<file path="config.mk">
export PLATFORM = sky130hd
export DESIGN_NAME = gest_interrup_vec
export DESIGN_NICKNAME = d
export VERILOG_FILES = /design/src/rtl/gest_interrup_vec_pkg.sv /design/src/rtl/gest_interrup_vec_sync_edge.sv /design/src/rtl/gest_interrup_vec.sv
export SDC_FILE = /design/constraint.sdc
export NUM_CORES = 1
export LEC_CHECK = 0
export ABC_AREA = 1
export CAP_MARGIN = 15
export CORE_MARGIN = 3
export CORE_UTILIZATION = 45
export CTS_CLUSTER_SIZE = 16
export DETAILED_ROUTE_END_ITERATION = 7
export GPL_ROUTABILITY_DRIVEN = 1
export PLACE_DENSITY = 0.77
export SLEW_MARGIN = 20
export SYNTH_ARGS = -nofsm -noshare
export SYNTH_HDL_FRONTEND = slang
export SYNTH_SLANG_ARGS = --single-unit
</file>
<file path="constraint.sdc">
create_clock -name clk -period 2 [get_ports clk]
set_input_delay 0.4 -clock clk [delete_from_list [all_inputs] [get_ports clk]]
set_output_delay 0.4 -clock clk [all_outputs]
set_load 0.05 [all_outputs]
</file>
<file path="src/rtl/gest_interrup_vec_pkg.sv">
// Purpose : shared types and helpers for the vectored interrupt controller.
// Latency : n/a (types, constants and a pure function only).
// Backpressure : n/a.
// Contents: FSM state type, default vector geometry, and the vector address
// function, which the control-unit bench reuses to predict PC targets.
package gest_interrup_vec_pkg;

   typedef enum logic {
      IDLE = 1'b0,
      REQ  = 1'b1
   } state_t;

   localparam int         DEF_ADDR_W     = 10;
   localparam logic [9:0] DEF_VEC_BASE   = 10'd984;
   localparam logic [9:0] DEF_VEC_STRIDE = 10'd10;

   // Untruncated vector address. The caller truncates to its own PC width.
   function automatic int unsigned vec_addr(input int unsigned base,
                                            input int unsigned stride,
                                            input int unsigned id);
      return base + id * stride;
   endfunction

endpackage

</file>
<file path="src/rtl/gest_interrup_vec_sync_edge.sv">
// Purpose : two-flop synchroniser for one raw interrupt line, plus rise detect.
// Latency : s_o follows irq_i after 2 edges; rise_o is high for 1 cycle after s_o rises.
// Backpressure : none; free-running sampler.
// Ports: clk_i/rst_ni clock and async active-low reset; irq_i raw async line;
//        s_o synchronised level; rise_o = s_o & ~(s_o delayed one cycle).
module irq_sync_edge (
   input  logic clk_i,
   input  logic rst_ni,
   input  logic irq_i,
   output logic s_o,
   output logic rise_o
);

   logic meta_q;
   logic s_q;
   logic prev_q;

   always_ff @(posedge clk_i or negedge rst_ni) begin
      if (!rst_ni) begin
         meta_q <= 1'b0;
         s_q    <= 1'b0;
         prev_q <= 1'b0;
      end else begin
         meta_q <= irq_i;
         s_q    <= meta_q;
         prev_q <= s_q;
      end
   end

   assign s_o    = s_q;
   assign rise_o = s_q & ~prev_q;

endmodule

</file>
<file path="src/rtl/gest_interrup_vec.sv">
// Purpose : vectored fixed-priority interrupt controller feeding the CPU PC mux.
// Latency : irq_in rise -> s_interrup after 4 edges; next request >= 1 cycle after ack.
// Backpressure : request held frozen (no re-arbitration) until the CPU acks.
// Ports: clk, reset (async active-low); irq_in raw lines; irq_mask enables;
//        ack CPU loaded PC from dir; fin return-from-interrupt;
//        s_interrup/dir/irq_id request + vector; pending/in_service status.
module gest_interrup_vec
   import gest_interrup_vec_pkg::*;
#(
   parameter int                  NUM_SRC    = 4,
   parameter int                  ADDR_W     = DEF_ADDR_W,
   parameter logic [ADDR_W-1:0]   VEC_BASE   = DEF_VEC_BASE,
   parameter logic [ADDR_W-1:0]   VEC_STRIDE = DEF_VEC_STRIDE,
   parameter logic [NUM_SRC-1:0]  EDGE_MODE  = {NUM_SRC{1'b1}},
   parameter bit                  NESTING    = 1'b1,
   localparam int                 ID_W       = (NUM_SRC > 1) ? $clog2(NUM_SRC) : 1
) (
   input  logic               clk,
   input  logic               reset,
   input  logic [NUM_SRC-1:0] irq_in,
   input  logic [NUM_SRC-1:0] irq_mask,
   input  logic               ack,
   input  logic               fin,
   output logic               s_interrup,
   output logic [ADDR_W-1:0]  dir,
   output logic [ID_W-1:0]    irq_id,
   output logic [NUM_SRC-1:0] pending,
   output logic [NUM_SRC-1:0] in_service
);

   // Elaboration-time guards on the parameter set.
   if (NUM_SRC < 1 || NUM_SRC > 16) begin : g_num_src_err
      $error("gest_interrup_vec: NUM_SRC must be within 1..16");
   end
   if (64'(VEC_BASE) + 64'(NUM_SRC - 1) * 64'(VEC_STRIDE) >= (64'd1 << ADDR_W)) begin : g_vec_range_err
      $error("gest_interrup_vec: highest vector does not fit in ADDR_W bits");
   end

   // ------------------------------------------------------------------
   // Input synchronisers
   // ------------------------------------------------------------------
   logic [NUM_SRC-1:0] s;
   logic [NUM_SRC-1:0] rise;

   for (genvar g = 0; g < NUM_SRC; g++) begin : g_sync
      irq_sync_edge u_sync (
         .clk_i  (clk),
         .rst_ni (reset),
         .irq_i  (irq_in[g]),
         .s_o    (s[g]),
         .rise_o (rise[g])
      );
   end

   // ------------------------------------------------------------------
   // State
   // ------------------------------------------------------------------
   state_t             state_q, state_d;
   logic [NUM_SRC-1:0] pending_q, pending_d;
   logic [NUM_SRC-1:0] in_service_q, in_service_d;
   logic [ADDR_W-1:0]  dir_q;
   logic [ID_W-1:0]    irq_id_q;

   logic [NUM_SRC-1:0] prio_ok;
   logic [NUM_SRC-1:0] eligible;
   logic               any_elig;
   logic [ID_W-1:0]    winner;
   logic [ADDR_W-1:0]  vec_dir;
   logic               load_vec;
   logic               take;
   logic [NUM_SRC-1:0] ack_set;
   logic [NUM_SRC-1:0] fin_clr;

   // prio_ok[i]: nothing in service, or (nesting) no in-service bit at index <= i,
   // i.e. i is strictly above the lowest active ISR in priority.
   always_comb begin : p_prio
      logic seen;
      seen    = 1'b0;
      prio_ok = '0;
      for (int i = 0; i < NUM_SRC; i++) begin
         seen       = seen | in_service_q[i];
         prio_ok[i] = (in_service_q == '0) || (NESTING && !seen);
      end
   end

   assign eligible = pending_q & irq_mask & ~in_service_q & prio_ok;

   // Fixed priority: scanning downwards leaves the lowest eligible index.
   always_comb begin : p_arb
      winner   = '0;
      any_elig = |eligible;
      for (int i = NUM_SRC - 1; i >= 0; i--) begin
         if (eligible[i]) winner = ID_W'(i);
      end
   end

   assign vec_dir = ADDR_W'(vec_addr(32'(VEC_BASE), 32'(VEC_STRIDE), 32'(winner)));

   // ------------------------------------------------------------------
   // Pending / in-service next state
   // ------------------------------------------------------------------
   always_comb begin : p_status
      ack_set = take ? (NUM_SRC'(1) << irq_id_q) : '0;
      // fin retires the lowest set bit (the most recently nested ISR); it
      // works on the old value, so a same-cycle ack bit is kept.
      fin_clr      = fin ? (in_service_q & (~in_service_q + NUM_SRC'(1))) : '0;
      in_service_d = (in_service_q & ~fin_clr) | ack_set;
      for (int i = 0; i < NUM_SRC; i++) begin
         // Edge channel: a new rise wins over the ack clear in the same cycle.
         pending_d[i] = EDGE_MODE[i] ? (rise[i] | (pending_q[i] & ~ack_set[i]))
                                     : s[i];
      end
   end

   // ------------------------------------------------------------------
   // FSM: state register / next state / outputs
   // ------------------------------------------------------------------
   always_ff @(posedge clk or negedge reset) begin
      if (!reset) state_q <= IDLE;
      else        state_q <= state_d;
   end

   always_comb begin : p_next
      state_d = state_q;
      case (state_q)
         IDLE:    if (any_elig) state_d = REQ;
         REQ:     if (ack)      state_d = IDLE;
         default:               state_d = IDLE;
      endcase
   end

   always_comb begin : p_out
      s_interrup = (state_q == REQ);
      load_vec   = (state_q == IDLE) && any_elig;
      take       = (state_q == REQ) && ack;
   end

   // ------------------------------------------------------------------
   // Datapath registers
   // ------------------------------------------------------------------
   always_ff @(posedge clk or negedge reset) begin
      if (!reset) begin
         pending_q    <= '0;
         in_service_q <= '0;
         dir_q        <= '0;
         irq_id_q     <= '0;
      end else begin
         pending_q    <= pending_d;
         in_service_q <= in_service_d;
         // Vector is captured only when a request is launched; it stays
         // frozen during REQ and is held after the ack.
         if (load_vec) begin
            dir_q    <= vec_dir;
            irq_id_q <= winner;
         end
      end
   end

   assign dir        = dir_q;
   assign irq_id     = irq_id_q;
   assign pending    = pending_q;
   assign in_service = in_service_q;

endmodule

</file>
==> reports/qor.yml <==
synthesis:
  seq_area_frac_synth_pct: 63.16
  ys_types: 22
  synth_cells: 105
  synth_area_per_cell_um2: 10.19
  synth-seq-cells: 27
  ys_warn_count: 0
  netlist_area_um2: 1070
  syn-num-nets: 117
layout:
  diodes: 0
  syn2layout_area_growth_pct: 33.80
  final_core_util_pct: 64.09
  fin_nets: 148
  drive_above_1_share_pct: 11.11
worst_setup_path:
  worstSetupEndpointType: "primary output"
  crit_family: "buffers and inverters"
  crit_path_cell_trace: "clkdlybuf4s50_1"
  crit_buf_inv: 1
  crit_path_max_incr_delay_ps: 820
  path_class: "reg -> out"
  arrival_ps: 1530
  critPathSlowestCell: "clkdlybuf4s50_1"
  crit_required_ps: 1600
  startpoint_type: "register"
  path_max_fanout: 3
cts:
  cts_setup_buffers: 0
  cts_hold_buffers: 0
  path_clk_slew_ps: 130
  ctsRootBufferMaster: "clkbuf_4"
  clkSinkCount: 27
  cts_tree: "done"
  clk_latency_ps: 300
  numCtsBuffers: 3
  cts_max_level: 1
  clockBufferDepth: 2
global_route:
  grt_max_degree: 28
  grt_pass1_vias: 763
  grt-ovfl-total: 0
  grt_pass1_wl_um: 3305
  grt_use_total_pct: 15.23
  antenna_found_initial: 0
placed_design:
  hpwl_um: 1624
  port_buffers: 31
  gp_congestion: 0.7882
die:
  die_height_um: 54.76
  num_io_pins: 33
  start_util_pct: 47.90
  core_area_um2: 2233
  die_area_um2: 2998
  die_x_um: 54.76
  rows: 17
status:
  status: "complete, no violations"
power_and_ir_drop:
  leakagePower_nw: 0.7589
  power.switching_fraction_pct: 49.39
  p_per_area_nw_per_um2: 1614
  intPower_mw: 1.169
  pwr-share-comb_pct: 56.2
  clock_power_share_pct: 9.3
  peakVddDrop_mv: 1.086
  p_sw_mw: 1.141
  p_seq_share_pct: 34.5
drt:
  wire_per_inst_um: 12.47
  vias_per_cell: 4.712
  drtIter0Drc: 20
  vias: 768
  drc_errors: 0
  wl_um: 2032
  ant_nets: 0
  drt-pass1-iter-count: 4
timing:
  setup_tns_ps: 0
  period_share_pct: 96.42
  fmax_ghz: 0.5186
  rsz0062_at_grt: "no"
  period_minus_slack_ps: 1928
  worst_pin_slew_ps: 511.8
  final-hold-violation-count: 0
  finClkSkew_ps: 6.789
  slew_headroom_pct: 65.83
  setup_viol: 0
  drv_slew: 0
run:
  drv_cap: 0
min_path:
  hold_class: "reg -> reg"
-- final cells by class --
| class | count | area [um2] |
|---|---|---|
| tap | 28 | 35.03 |
| inverter | 18 | 67.56 |
| sequential | 27 | 675.6 |
| fill | 189 | 802.0 |
| multi-input combinational | 54 | 281.5 |
| clock buffer | 4 | 26.28 |
| timing repair buffer | 32 | 345.3 |
-- sequential cells by signal (all words and copies together) (netlist names) --
name and cells:
dir 5, g_sync.u_sync.meta_q 4, g_sync.u_sync.prev_q 4, g_sync.u_sync.s_o 4, in_service 4, pending 4
irq_id 1, s_interrup 1
-- power groups by stage --
stage                     Clock (mW)  Combinational [mW]  Sequential (mW)
final                          0.215                1.30            0.797
after global routing           0.250                1.40            0.819
after CTS                      0.225                1.31            0.802
after detailed placement           0                1.31            0.813
after global placement             0                1.29            0.809
after floorplan                    0               0.510             1.22
-- timing repair --
item | in CTS | in global routing
endpoints found under the setup margin | 0 | 12
endpoints found under the hold margin | 0 | 0
resized for setup | 0 | 12
-- synthesized netlist by cell type, drive strengths merged --
library cell	count	area (um2)
dfrtp	27	675.7
inv	18	67.56
nand2	18	75.07
nor2	7	38.78
o21ai	7	38.79
buf	6	45.04
nand3	5	30.03
nor3	4	20.02
o22ai	3	18.77
a21oi	2	10.01
nand4	2	12.51
o21bai	2	15.01
or2	2	12.52
a31oi	1	6.260
conb	1	3.750
-- worst reg2reg max path, delay by kind of cell (launching register included) --
kind	cells	cell delay [ps]
buffers and inverters	1	70
AND/OR/NAND/NOR	5	700
flip-flops	1	420
-- metrics by stage --
stage,power [mW],hold slack (ps),std cells,cell area (um2),setup WS (ps)
after floorplan,1.725,104.4,105,1070,468.7
after global placement,2.096,332.8,159,1375,331.9
after detailed placement,2.121,334.7,159,1375,308.8
after CTS,2.339,365.2,163,1401,10.03
after global routing,2.464,375.4,163,1431,11.14
final,2.310,363.1,163,1431,71.70
-- cells by family after synthesis --
kind of cell	after synthesis	synth area share [%]
other	1	0.3505
and+or+nand+nor	38	17.66
buffers and inverters	24	10.53
AOI/OAI and AO/OA	15	8.305
DFF	27	63.16
-- per-layer routing --
layer	up-vias	global-route usage, %	wire [um]	part of all wire [%]
met5	-	0	0	0
met4	0	3.734	17	0.84
met3	2	1.635	67	3.3
met2	12	25.98	1068	53
met1	370	20.56	878	43
li1	384	-	-	-
-- worst paths after layout --
kind,startpoint,endpoint,slack [ps],cells past startpoint
hold reg to reg,g_sync[3].u_sync.meta_q,g_sync[3].u_sync.s_o,360,0
max in group asynchronous,reset,dir[8],1290,2
setup reg to reg,in_service[0],dir[8],710,6
hold / removal,g_sync[3].u_sync.meta_q,g_sync[3].u_sync.s_o,360,0
setup / recovery,in_service[1],in_service[1],70,1
min in group asynchronous,reset,pending[3],470,2
-- cells in the final DEF (no fill, tap or decap), types with 3 or more instances in the layout --
cell type	synthesis	routed
nand3_1	4	4
clkdlybuf4s50_1	0	18
nor2_1	4	4
nand2_2	3	3
o21ai_0	6	6
dlymetal6s2s_1	0	12
clkbuf_4	0	3
dfrtp_1	27	27
o22ai_1	3	3
inv_1	17	17
nor3_1	4	4
nand2_1	15	15
(Power assumes the default switching activity.)
